$ cat src/rtl/store_issue_unit_if.sv
// Bundle for the store issue unit: the execute-side store port and the
// SRAM-like data-memory write port. The master modport is the store unit.
interface store_issue_unit_if;
  // Execute-stage side
  logic        in_valid;
  logic        in_ready;
  logic        in_flush;
  logic [2:0]  in_store_type;
  logic [31:0] in_addr;
  logic [31:0] in_rt_data;
  logic        st_ade;
  // Data-memory side
  logic        data_req;
  logic        data_wr;
  logic [1:0]  data_size;
  logic [31:0] data_addr;
  logic [3:0]  data_wstrb;
  logic [31:0] data_wdata;
  logic        data_addr_ok;
  logic        data_data_ok;
  logic        busy;

  modport master (
    input  in_valid, in_flush, in_store_type, in_addr, in_rt_data,
    input  data_addr_ok, data_data_ok,
    output in_ready, st_ade,
    output data_req, data_wr, data_size, data_addr, data_wstrb, data_wdata,
    output busy
  );

  modport slave (
    output in_valid, in_flush, in_store_type, in_addr, in_rt_data,
    output data_addr_ok, data_data_ok,
    input  in_ready, st_ade,
    input  data_req, data_wr, data_size, data_addr, data_wstrb, data_wdata,
    input  busy
  );
endinterface

$ cat src/rtl/store_issue_unit.sv
// Memory-stage store path: converts SW/SB/SH/SWL/SWR into word-aligned,
// byte-enabled writes, queues up to DEPTH of them and issues them over the
// req/addr_ok/data_ok write port with at most MAX_OUTSTANDING in flight.
// Optional feature macro: STORE_ALIGN_CHECK_EN (misaligned SH/SW raise
// st_ade and are dropped instead of being issued with a[0]/a ignored).
module store_issue_unit #(
  parameter int unsigned DEPTH           = 2,
  parameter int unsigned MAX_OUTSTANDING = 2
) (
  input logic               clk_i,
  input logic               reset_i,
  store_issue_unit_if.master bus
);

  localparam int unsigned PtrW = $clog2(DEPTH);
  localparam int unsigned CntW = PtrW + 1;

  typedef enum logic [2:0] {
    StSw  = 3'b000,
    StSb  = 3'b001,
    StSh  = 3'b010,
    StSwl = 3'b011,
    StSwr = 3'b100
  } store_type_e;

  logic [29:0]     addr_q  [DEPTH];
  logic [3:0]      strb_q  [DEPTH];
  logic [31:0]     wdata_q [DEPTH];
  logic [PtrW-1:0] head_q, head_d, tail_q, tail_d;
  logic [CntW-1:0] count_q, count_d;
  logic [1:0]      outst_q, outst_d;

  store_type_e st_type;
  logic [1:0]  a;
  logic [31:0] rt;
  logic [3:0]  new_strb;
  logic [31:0] new_wdata;
  logic        type_ok, misaligned, ade, enq, pop, done, in_ready, req;

  // Byte-lane placement: mirror of the writeback load merge.
  always_comb begin
    st_type    = store_type_e'(bus.in_store_type);
    a          = bus.in_addr[1:0];
    rt         = bus.in_rt_data;
    type_ok    = 1'b1;
    misaligned = 1'b0;
    new_strb   = 4'b0000;
    new_wdata  = 32'h0;
    case (st_type)
      StSb: begin
        new_strb  = 4'b0001 << a;
        new_wdata = {4{rt[7:0]}};
      end
      StSh: begin
        new_strb   = a[1] ? 4'b1100 : 4'b0011;
        new_wdata  = {2{rt[15:0]}};
        misaligned = a[0];
      end
      StSw: begin
        new_strb   = 4'b1111;
        new_wdata  = rt;
        misaligned = (a != 2'b00);
      end
      StSwl: begin
        unique case (a)
          2'd0: begin new_strb = 4'b0001; new_wdata = {24'b0, rt[31:24]}; end
          2'd1: begin new_strb = 4'b0011; new_wdata = {16'b0, rt[31:16]}; end
          2'd2: begin new_strb = 4'b0111; new_wdata = {8'b0, rt[31:8]};   end
          2'd3: begin new_strb = 4'b1111; new_wdata = rt;                 end
        endcase
      end
      StSwr: begin
        unique case (a)
          2'd0: begin new_strb = 4'b1111; new_wdata = rt;                 end
          2'd1: begin new_strb = 4'b1110; new_wdata = {rt[23:0], 8'b0};   end
          2'd2: begin new_strb = 4'b1100; new_wdata = {rt[15:0], 16'b0};  end
          2'd3: begin new_strb = 4'b1000; new_wdata = {rt[7:0], 24'b0};   end
        endcase
      end
      default: type_ok = 1'b0;
    endcase
  end

`ifdef STORE_ALIGN_CHECK_EN
  // Independent of in_ready so the exception is never delayed by backpressure.
  assign ade = ~reset_i & bus.in_valid & type_ok & misaligned;
`else
  logic unused_misaligned;
  assign unused_misaligned = misaligned;
  assign ade = 1'b0;
`endif

  // Handshake decode; no same-cycle pop bypass into in_ready.
  always_comb begin
    in_ready = ~reset_i & (count_q < CntW'(DEPTH));
    req      = ~reset_i & (count_q != '0) & (outst_q < 2'(MAX_OUTSTANDING));
    enq      = bus.in_valid & in_ready & ~bus.in_flush & type_ok & ~ade;
    pop      = req & bus.data_addr_ok;
    done     = bus.data_data_ok & (outst_q != 2'd0);
  end

  // Pointer, occupancy and in-flight counter next state.
  always_comb begin
    tail_d  = tail_q + PtrW'(enq);
    head_d  = head_q + PtrW'(pop);
    count_d = count_q + CntW'(enq) - CntW'(pop);
    outst_d = outst_q + 2'(pop) - 2'(done);
  end

  // Control state with synchronous reset.
  always_ff @(posedge clk_i) begin
    if (reset_i) begin
      head_q  <= '0;
      tail_q  <= '0;
      count_q <= '0;
      outst_q <= 2'd0;
    end else begin
      head_q  <= head_d;
      tail_q  <= tail_d;
      count_q <= count_d;
      outst_q <= outst_d;
    end
  end

  // Queue payload; contents are don't-care until written so no reset.
  always_ff @(posedge clk_i) begin
    if (enq) begin
      addr_q[tail_q]  <= bus.in_addr[31:2];
      strb_q[tail_q]  <= new_strb;
      wdata_q[tail_q] <= new_wdata;
    end
  end

  // Outputs driven from the head entry.
  always_comb begin
    bus.in_ready   = in_ready;
    bus.st_ade     = ade;
    bus.data_req   = req;
    bus.data_wr    = 1'b1;
    bus.data_size  = 2'b10;
    bus.data_addr  = {addr_q[head_q], 2'b00};
    bus.data_wstrb = strb_q[head_q];
    bus.data_wdata = wdata_q[head_q];
    bus.busy       = ~reset_i & ((count_q != '0) | (outst_q != 2'd0));
  end

endmodule

$ cat src/flat_wrapper.sv
// flat-port wrapper written by rule: the top's interface ports become plain ports
module store_issue_unit_flat 
#(
  parameter int unsigned DEPTH           = 2,
  parameter int unsigned MAX_OUTSTANDING = 2
)
  (clk_i, reset_i, bus_in_valid, bus_in_flush, bus_in_store_type, bus_in_addr, bus_in_rt_data, bus_data_addr_ok, bus_data_data_ok, bus_in_ready, bus_st_ade, bus_data_req, bus_data_wr, bus_data_size, bus_data_addr, bus_data_wstrb, bus_data_wdata, bus_busy);
  store_issue_unit_if bus_i ();
  input logic clk_i;
  input logic reset_i;
  input wire logic [$bits(bus_i.in_valid)-1:0] bus_in_valid;
  input wire logic [$bits(bus_i.in_flush)-1:0] bus_in_flush;
  input wire logic [$bits(bus_i.in_store_type)-1:0] bus_in_store_type;
  input wire logic [$bits(bus_i.in_addr)-1:0] bus_in_addr;
  input wire logic [$bits(bus_i.in_rt_data)-1:0] bus_in_rt_data;
  input wire logic [$bits(bus_i.data_addr_ok)-1:0] bus_data_addr_ok;
  input wire logic [$bits(bus_i.data_data_ok)-1:0] bus_data_data_ok;
  output wire logic [$bits(bus_i.in_ready)-1:0] bus_in_ready;
  output wire logic [$bits(bus_i.st_ade)-1:0] bus_st_ade;
  output wire logic [$bits(bus_i.data_req)-1:0] bus_data_req;
  output wire logic [$bits(bus_i.data_wr)-1:0] bus_data_wr;
  output wire logic [$bits(bus_i.data_size)-1:0] bus_data_size;
  output wire logic [$bits(bus_i.data_addr)-1:0] bus_data_addr;
  output wire logic [$bits(bus_i.data_wstrb)-1:0] bus_data_wstrb;
  output wire logic [$bits(bus_i.data_wdata)-1:0] bus_data_wdata;
  output wire logic [$bits(bus_i.busy)-1:0] bus_busy;
  assign bus_i.in_valid = bus_in_valid;
  assign bus_i.in_flush = bus_in_flush;
  assign bus_i.in_store_type = bus_in_store_type;
  assign bus_i.in_addr = bus_in_addr;
  assign bus_i.in_rt_data = bus_in_rt_data;
  assign bus_i.data_addr_ok = bus_data_addr_ok;
  assign bus_i.data_data_ok = bus_data_data_ok;
  assign bus_in_ready = bus_i.in_ready;
  assign bus_st_ade = bus_i.st_ade;
  assign bus_data_req = bus_i.data_req;
  assign bus_data_wr = bus_i.data_wr;
  assign bus_data_size = bus_i.data_size;
  assign bus_data_addr = bus_i.data_addr;
  assign bus_data_wstrb = bus_i.data_wstrb;
  assign bus_data_wdata = bus_i.data_wdata;
  assign bus_busy = bus_i.busy;
  store_issue_unit #(.DEPTH(DEPTH), .MAX_OUTSTANDING(MAX_OUTSTANDING)) u_core (.clk_i(clk_i), .reset_i(reset_i), .bus(bus_i));
endmodule
$ cat config.mk
export PLATFORM = sky130hd
export DESIGN_NAME = store_issue_unit_flat
export DESIGN_NICKNAME = d
export VERILOG_FILES = /design/src/rtl/store_issue_unit_if.sv /design/src/rtl/store_issue_unit.sv /design/src/flat_wrapper.sv
export SDC_FILE = /design/constraint.sdc
export NUM_CORES = 1
export LEC_CHECK = 0
export CAP_MARGIN = 10
export CORE_MARGIN = 2
export CORE_UTILIZATION = 45
export DETAILED_ROUTE_END_ITERATION = 12
export PLACE_DENSITY_LB_ADDON = 0.15
export SYNTH_ARGS = -nofsm -noshare
export SYNTH_HDL_FRONTEND = slang
export SYNTH_SLANG_ARGS = --single-unit
$ cat constraint.sdc
create_clock -name clk_i -period 3.3 [get_ports clk_i]
set_input_delay 0.495 -clock clk_i [delete_from_list [all_inputs] [get_ports clk_i]]
set_output_delay 0.495 -clock clk_i [all_outputs]
set_load 0.02 [all_outputs]
==> results.sh, run 1 <==
export IMPL_status="complete, no violations"
export IMPL_drcViolationCount=0
export IMPL_r2r_setup_slack_ns=1.27
export IMPL_vias=4178
export IMPL_tightest_slew_ns=0.657
export IMPL_async_flop_share_pct=0
export IMPL_synthDominantCellAreaShare_pct=61.8
export IMPL_cp_endpoint="bus_data_wdata[3]"
export IMPL_ys_warn_count=0
export IMPL_crit_start="u_core.head_q$_SDFF_PP0_"
export IMPL_timing_hold_ws_ns=0.554
export IMPL_cp_start_kind="register"
export IMPL_avgSynthCellArea_um2=15.2
export IMPL_std_cell_rows=43
export IMPL_firstDrtPassIters=5
export IMPL_rr_endpoint="u_core.count_q[1]$_SDFF_PP0_"
export IMPL_place_congestion=0.863
export IMPL_cts_tree="done"
export IMPL_htreeDepth=4
export IMPL_viasPerCell=5.49
export IMPL_vdd_ir_drop_max_uv=329
export IMPL_p_leak_uw=0.00296
export IMPL_finalSetupViolations=0
export IMPL_yosysTopAreaCell="edfxtp_1"
export IMPL_drt_wl_total_um=14300
export IMPL_crit_path_end_kind="output pin"
export IMPL_ys_flop_type="edfxtp_1"
export IMPL_relSlewSlack_pct=56.0
export IMPL_tns_ns=0
export IMPL_grt_pass1_wl_um=21800
export IMPL_fp_dieH_um=123
export IMPL_critPathKind="reg2out"
export IMPL_syn_inst=423
export IMPL_antenna_cells=0
export IMPL_synth_most_common_cell="edfxtp_1"
export IMPL_dieArea_mm2=0.0152
export IMPL_cts_root_buf="clkbuf_16"
export IMPL_fmaxAchievable_mhz=370
export IMPL_yosysSeqAreaShare_pct=63.7
export IMPL_grt_pass1_vias=4210
export IMPL_slew_violations=0
export IMPL_dp_hpwl_um=9870
export IMPL_clock_sinks=138
export IMPL_hold_viol_final=0
export IMPL_cts_made_buffers=17
export IMPL_reg2reg_depth=8
export IMPL_synthDistinctLibCells=50
export IMPL_grt_max_degree=54
export IMPL_drv_cap=0
export IMPL_rsz0062_at_grt="false"
export IMPL_reg2reg_from="u_core.count_q[1]$_SDFF_PP0_"
export IMPL_syn_cell_area_mm2=0.00641
export IMPL_synth_edf_count=132
export IMPL_io_buffers=141
export IMPL_floorplan_initialDensity_pct=46.2
export IMPL_nets=647
export IMPL_track_usage_pct=19.3
export IMPL_required_ns=2.80
export IMPL_antenna_found_initial=0
export IMPL_area_delta_synth_final_pct=35.2
export IMPL_skew_ns=0.00615
export IMPL_clock_path_buffers=2
export IMPL_critical_path_arrival_ns=2.21
export IMPL_drt_iter0_drc=510
export IMPL_crit_fanout=53
export IMPL_cts_repair_resized=0
export IMPL_hp_class="reg2reg"
export IMPL_total_power_uw=4490
export IMPL_post_route_period_util_pct=81.9
export IMPL_synthTopCellsByArea="edfxtp_1, mux2_2, mux4_2"
export IMPL_min_from="u_core.count_q[1]$_SDFF_PP0_"
export IMPL_power_density_mw_per_mm2=518
export IMPL_cts_hold_fix_buffers=0
export IMPL_clk_latency_ns=0.42
export IMPL_ys_seq_elements=138
export IMPL_ant_nets=0
export IMPL_cts_setup_buffers=0
export IMPL_final_util_pct=62.5
export IMPL_fp_dieW_um=123
export IMPL_pin_count=148
export IMPL_finalCriticalPeriod_ns=2.70
export IMPL_gr_total_overflow=0
export IMPL_cts_clk_slew_worst_paths_ns=0.06
export IMPL_fillers=1056
export IMPL_drive_gt1_share_pct=21.7
export IMPL_core_area_mm2=0.0139
export IMPL_synthTopCellsByCount="edfxtp_1, mux2_2, nand2_1"
export IMPL_post_drt_wl_per_cell_um=18.8
[how the worst min path moves through the flow]
stage	end	slack (ns)	cells after the start
global route	u_core.count_q[1]$_SDFF_PP0_	0.61	2
finish	u_core.count_q[1]$_SDFF_PP0_	0.55	2
floorplan	u_core.count_q[1]$_SDFF_PP0_	0.51	2
CTS	u_core.count_q[1]$_SDFF_PP0_	0.56	2
detailed placement	u_core.count_q[1]$_SDFF_PP0_	0.54	2
global placement	u_core.count_q[1]$_SDFF_PP0_	0.54	2
[cells in the final DEF, fill, tap and decap left out, drive strengths merged, types with 3 or more instances in the layout]
| cell | n |
|---|---|
| a21oi | 6 |
| a221o | 7 |
| a222oi | 9 |
| a22o | 8 |
| a22oi | 6 |
| a2bb2oi | 6 |
| a32oi | 10 |
| and3 | 4 |
| buf | 16 |
| bufinv | 3 |
| clkbuf | 18 |
| clkdlybuf4s50 | 141 |
| clkinv | 8 |
| conb | 6 |
| dfxtp | 6 |
| edfxtp | 132 |
| ha | 6 |
| inv | 8 |
| mux2 | 66 |
| mux4 | 8 |
| nand2 | 26 |
| nand2b | 3 |
| nand3 | 3 |
| nand3b | 3 |
| nor2 | 20 |
| nor2b | 11 |
| o211ai | 6 |
| o21ai | 8 |
| o22ai | 4 |
| xnor2 | 3 |
[power by group]
group | total (µW) | switching (µW) | internal (µW)
clock network | 1860 | 688 | 1180
registers | 2000 | 21.3 | 1970
logic | 636 | 314 | 322
total | 4490 | 1020 | 3470
[sequential cells by signal (all words and copies together) (netlist names)]
register / count
u_core.addr_q: 60
u_core.outst_q: 2
u_core.wdata_q: 64
u_core.head_q: 1
u_core.count_q: 2
u_core.tail_q: 1
u_core.strb_q: 8
[cells by family (layout without fill, tap and decap cells)]
group,Yosys count,in the layout,synth area share (%)
buffers and inverters,42,196,3.71
other,2,6,0.117
adder cells (fa/ha/maj),7,7,1.33
XOR/XNOR,5,5,0.683
AND/OR/NAND/NOR,77,77,6.01
AO/OA/AOI/OAI,78,78,9.99
flip-flops,138,138,63.7
multiplexers,74,74,14.5
[stage by stage]
step	cell area, µm²	instances	setup slack [ns]
2_1_floorplan	6430	427	-0.0842
3_5_place_dp	8090	729	0.501
6_report	8670	761	0.598
5_1_grt	8670	761	0.487
3_3_place_gp	8090	729	0.545
4_1_cts	8670	761	0.552
[worst max-delay path, cell delays in order (launching register included)]
cell and delay (ns):
dfxtp_4 0.51, buf_12 0.32, mux2_2 0.38, clkdlybuf4s50_1 0.56
[metal layers]
metal / wire, µm / vias to the layer above / track usage (%) / share of wire [%]
met1: 6220 / 2004 / 25.3 / 44
li1: - / 1961 / - / -
met4: 223 / 0 / 9.23 / 1.6
met3: 1050 / 20 / 4.29 / 7.3
met2: 6800 / 193 / 30.5 / 48
met5: 0 / - / 0 / 0
[layout make-up]
type | count | area, µm² | area share, %
flip-flops and latches | 138 | 4090 | 47.1
multi-input cells | 247 | 2130 | 24.6
repair buffers | 157 | 1620 | 18.7
clock buffers | 18 | 429 | 4.95
well taps | 180 | 225 | 2.60
clock inverters | 14 | 154 | 1.77
inverters | 7 | 26.3 | 0.303
(Power assumes the default switching activity.)
==> inputs of run 2 (changes only) <==
Clock period 3.3 ns to 2.2 ns, I/O delays scaled along.
==> results.sh, run 2 (same netlist as run 1, synthesis figures left out) <==
export IMPL_tightest_slew_ns=0.639
export IMPL_clock_sinks=138
export IMPL_drt_wl_total_um=15400
export IMPL_drive_gt1_share_pct=28.2
export IMPL_pin_count=148
export IMPL_required_ns=1.87
export IMPL_cp_endpoint="bus_busy"
export IMPL_p_sw_uw=1590
export IMPL_firstDrtPassIters=5
export IMPL_floorplan_initialDensity_pct=46.2
export IMPL_finalSetupViolations=0
export IMPL_relSlewSlack_pct=57.1
export IMPL_cp_start_kind="input pin"
export IMPL_critPathKind="in2out"
export IMPL_status="complete, no violations"
export IMPL_p_leak_uw=0.00331
export IMPL_critical_path_arrival_ns=1.75
export IMPL_gr_total_overflow=0
export IMPL_wl_met3_um=1170
export IMPL_grt_max_degree=28
export IMPL_drt_iter0_drc=493
export IMPL_grt_pass1_wl_um=23500
export IMPL_cts_hold_fix_buffers=0
export IMPL_power_density_mw_per_mm2=747
export IMPL_fmaxAchievable_mhz=482
export IMPL_hold_viol_final=0
export IMPL_skew_ns=0.00364
export IMPL_cts_tree="done"
export IMPL_cts_root_buf="clkbuf_16"
export IMPL_ant_nets=0
export IMPL_post_drt_wl_per_cell_um=19.1
export IMPL_clk_latency_ns=0.41
export IMPL_final_util_pct=64.9
export IMPL_crit_fanout=5
export IMPL_largest_reg_flops=64
export IMPL_rsz0062_at_grt="false"
export IMPL_dieArea_mm2=0.0152
export IMPL_cts_setup_buffers=0
export IMPL_post_route_period_util_pct=94.3
export IMPL_place_congestion=0.925
export IMPL_vias=4458
export IMPL_final_common_cell="edfxtp_1"
export IMPL_io_buffers=141
export IMPL_slew_violations=0
export IMPL_p_seq_share_pct=44.4
export IMPL_reg2reg_depth=8
export IMPL_r2r_setup_slack_ns=0.38
export IMPL_crit_path_end_kind="output pin"
export IMPL_dp_hpwl_um=11000
export IMPL_top_register="u_core.wdata_q"
export IMPL_antenna_found_initial=0
export IMPL_area_delta_synth_final_pct=40.4
export IMPL_viasPerCell=5.52
export IMPL_clock_path_buffers=2
export IMPL_clock_power_share_pct=40.8
export IMPL_grt_pass1_vias=4489
export IMPL_wl_met1_um=6600
export IMPL_reg2reg_from="u_core.count_q[1]$_SDFF_PP0_"
export IMPL_route_met2_wl_um=7500
export IMPL_rr_endpoint="u_core.count_q[1]$_SDFF_PP0_"
export IMPL_dr_max_layer_used="met4"
export IMPL_p_int_uw=5130
export IMPL_fp_dieH_um=123
export IMPL_drv_cap=0
export IMPL_reg_top3="u_core.wdata_q x64, u_core.addr_q x60, u_core.strb_q x8"
export IMPL_crit_start="reset_i"
export IMPL_comb_power_share_pct=14.8
export IMPL_core_area_mm2=0.0139
export IMPL_std_cell_rows=43
export IMPL_cts_clk_slew_worst_paths_ns=0.06
export IMPL_drcViolationCount=0
export IMPL_antenna_cells=0
export IMPL_finalCriticalPeriod_ns=2.08
export IMPL_track_usage_pct=20.7
export IMPL_hp_class="in2reg"
export IMPL_fillers=1042
export IMPL_fp_dieW_um=123
export IMPL_final_cell_mix="edfxtp_1, clkdlybuf4s50_1, mux2_2, dlygate4sd2_1, buf_4"
export IMPL_cts_made_buffers=17
export IMPL_swShare_pct=23.7
export IMPL_htreeDepth=4
export IMPL_timing_hold_ws_ns=0.505
export IMPL_nets=694
export IMPL_vdd_ir_drop_max_uv=420
## run 2: cell count changes in the layout (fill, tap and decap cells not counted), moves of 2 or more
cell,before,now
buf_4,9,51
clkinvlp_4,2,4
clkinv_2,4,2
clkdlybuf4s50_1,141,74
dlygate4sd2_1,0,66
inv_6,1,3
clkinv_1,3,0
buf_12,7,12
## run 2: worst min-delay path by stage
stage | from | endpoint | slack (ns) | cells past startpoint
after floorplan | bus_in_addr[2] | u_core.addr_q[0][0]$_DFFE_PP_ | 0.43 | 0
after global placement | u_core.count_q[1]$_SDFF_PP0_ | u_core.count_q[1]$_SDFF_PP0_ | 0.55 | 2
after detailed placement | u_core.count_q[1]$_SDFF_PP0_ | u_core.count_q[1]$_SDFF_PP0_ | 0.55 | 2
after CTS | bus_in_addr[25] | u_core.addr_q[0][23]$_DFFE_PP_ | 0.49 | 1
after global routing | bus_in_addr[23] | u_core.addr_q[1][21]$_DFFE_PP_ | 0.49 | 1
final | bus_in_addr[25] | u_core.addr_q[0][23]$_DFFE_PP_ | 0.51 | 1
## run 2: per-layer routing
metal	GRT usage [%]	vias to the layer above
li1	-	2050
met2	33.4	238
met4	7.53	0
met5	0	-
met1	27.5	2154
met3	4.57	16
## run 2: timing repair
item,CTS,global route
setup endpoints to repair,66,1
hold endpoints to repair,0,0
gates resized for setup,66,1
gates cloned,0,0
## run 2: worst max-delay path, cell delays in order
cell	delay (ns)
clkdlybuf4s50_1	0.49
buf_4	0.19
a21oi_1	0.12
clkdlybuf4s50_1	0.61
## run 2: power by group through the flow
stage | Sequential, µW | Combinational (µW) | Clock (µW)
detailed placement | 3040 | 1050 | 0
global placement | 3040 | 1030 | 0
finish | 2990 | 999 | 2740
floorplan | 3030 | 550 | 0
CTS | 2990 | 1000 | 2800
global route | 2990 | 1080 | 2920
## run 2: final cells by class
cell class	count	area, µm²	area share [%]
timing repair buffer	204	1950	21.7
multi-input combinational	247	2140	23.8
tap	180	225	2.50
clock buffer	19	433	4.81
sequential	138	4090	45.4
clock inverter	13	144	1.60
inverter	7	26.3	0.292
## run 2: per-stage QoR
step | setup TNS, ns | instances | setup slack, ns | area [µm²] | total power [µW]
finish | 0 | 808 | 0.124 | 9010 | 6730
floorplan | 0 | 427 | 0.0214 | 6460 | 3580
CTS | 0 | 808 | 0.0485 | 9000 | 6790
detailed placement | -8.08 | 776 | -0.113 | 8510 | 4090
global placement | -3.87 | 776 | -0.0966 | 8510 | 4070
global route | 0 | 808 | 0.0235 | 9010 | 6990
==> inputs of run 3 (changes only) <==
Settings changed: RECOVER_POWER from default to 25.
==> results.sh, run 3 (same netlist as run 1, synthesis figures left out) <==
export IMPL_cts_root_buf="clkbuf_16"
export IMPL_fillers=1046
export IMPL_post_drt_wl_per_cell_um=19.1
export IMPL_cts_repair_resized=66
export IMPL_antenna_cells=0
export IMPL_fp_dieW_um=123
export IMPL_hp_class="reg2reg"
export IMPL_core_area_mm2=0.0139
export IMPL_htreeDepth=4
export IMPL_grt_pass1_wl_um=23500
export IMPL_rsz0062_at_grt="false"
export IMPL_dp_hpwl_um=11000
export IMPL_pin_count=148
export IMPL_critPathKind="in2reg"
export IMPL_hold_viol_final=0
export IMPL_p_leak_uw=0.00330
export IMPL_cts_made_buffers=17
export IMPL_drt_iter0_drc=459
export IMPL_track_usage_pct=20.7
export IMPL_place_ws_ns=-0.113
export IMPL_std_cell_rows=43
export IMPL_clock_path_buffers=2
export IMPL_finalCriticalPeriod_ns=2.09
export IMPL_drive_gt1_share_pct=27.5
export IMPL_grt_pass1_vias=4489
export IMPL_cp_start_kind="input pin"
export IMPL_finalWorstSetupSlack_ns=0.115
export IMPL_tightest_slew_ns=0.616
export IMPL_cts_setup_buffers=0
export IMPL_place_congestion=0.925
export IMPL_area_delta_synth_final_pct=39.9
export IMPL_vias=4514
export IMPL_skew_ns=0.00358
export IMPL_io_buffers=141
export IMPL_final_common_cell="edfxtp_1"
export IMPL_critical_path_arrival_ns=2.21
export IMPL_drcViolationCount=0
export IMPL_post_route_period_util_pct=94.8
export IMPL_drt_wl_total_um=15500
export IMPL_antenna_found_initial=0
export IMPL_nets=694
export IMPL_vdd_ir_drop_max_uv=422
export IMPL_floorplan_initialDensity_pct=46.2
export IMPL_viasPerCell=5.59
export IMPL_use_met1_pct=27.5
export IMPL_use_met3_pct=4.57
export IMPL_reg_top3="u_core.wdata_q x64, u_core.addr_q x60, u_core.strb_q x8"
export IMPL_fp_dieH_um=123
export IMPL_dieArea_mm2=0.0152
export IMPL_ant_nets=0
export IMPL_largest_reg_flops=64
export IMPL_status="complete, no violations"
export IMPL_top_usage_layer="met2"
export IMPL_grt_max_degree=28
export IMPL_gr_total_overflow=0
export IMPL_met2_usage_pct=33.4
export IMPL_top_register="u_core.wdata_q"
export IMPL_cts_hold_fix_buffers=0
export IMPL_clock_sinks=138
export IMPL_crit_fanout=10
export IMPL_cts_clk_slew_worst_paths_ns=0.06
export IMPL_fmaxAchievable_mhz=480
export IMPL_clk_latency_ns=0.41
export IMPL_finalSetupViolations=0
export IMPL_slew_violations=0
export IMPL_required_ns=2.33
export IMPL_final_cell_mix="edfxtp_1, mux2_2, dlygate4sd2_1"
export IMPL_relSlewSlack_pct=58.7
export IMPL_power_density_mw_per_mm2=748
export IMPL_firstDrtPassIters=8
export IMPL_timing_hold_ws_ns=0.570
export IMPL_drv_cap=0
export IMPL_cts_tree="done"
export IMPL_crit_path_end_kind="register"
-- run 3: area by class of cell --
type / instances / area [µm²] / area share [%]
Inverter: 7 / 26.3 / 0.293
Clock inverter: 13 / 144 / 1.60
Timing Repair Buffer: 204 / 1940 / 21.6
Clock buffer: 19 / 433 / 4.82
Sequential cell: 138 / 4090 / 45.5
Tap cell: 180 / 225 / 2.51
Multi-Input combinational cell: 247 / 2120 / 23.6
-- run 3: routing by layer --
| metal | up-vias | share of wire (%) |
|---|---|---|
| met5 | - | 0 |
| met4 | 0 | 1.7 |
| met2 | 233 | 48 |
| met3 | 31 | 7.8 |
| li1 | 2052 | - |
| met1 | 2198 | 42 |
-- run 3: worst paths after layout --
path / startpoint / end / slack, ns / depth (start not counted)
worst min-delay path: u_core.count_q[1]$_SDFF_PP0_ / u_core.count_q[1]$_SDFF_PP0_ / 0.57 / 2
worst max register to register: u_core.count_q[1]$_SDFF_PP0_ / u_core.addr_q[0][20]$_DFFE_PP_ / 0.36 / 5
worst max-delay path: bus_in_addr[0] / u_core.wdata_q[1][28]$_DFFE_PP_ / 0.11 / 6
worst min register to register: u_core.count_q[1]$_SDFF_PP0_ / u_core.count_q[1]$_SDFF_PP0_ / 0.57 / 2
-- run 3: through the flow --
step / utilization [%] / cells / setup TNS [ns] / instance area, µm² / power [µW]
2_1_floorplan: - / 427 / 0 / 6460 / 3580
3_3_place_gp: 61.3 / 776 / -3.87 / 8510 / 4070
3_5_place_dp: 61.3 / 776 / -8.08 / 8510 / 4090
4_1_cts: 64.9 / 808 / 0 / 9000 / 6790
5_1_grt: 64.6 / 808 / 0 / 8970 / 6970
6_report: 64.6 / 808 / 0 / 8970 / 6720
-- run 3: power breakdown --
group / total (µW) / internal [µW] / switching (µW)
Combinational: 981 / 480 / 501
Clock: 2750 / 1680 / 1070
Sequential: 2990 / 2960 / 25.8
Total: 6720 / 5120 / 1600
-- run 3: critical path, cell delays in order --
cell and delay [ns]:
dlygate4sd3_1 0.52, buf_4 0.17, clkbuf_1 0.39, mux4_2 0.59, nand3_1 0.10, o21ai_0 0.12
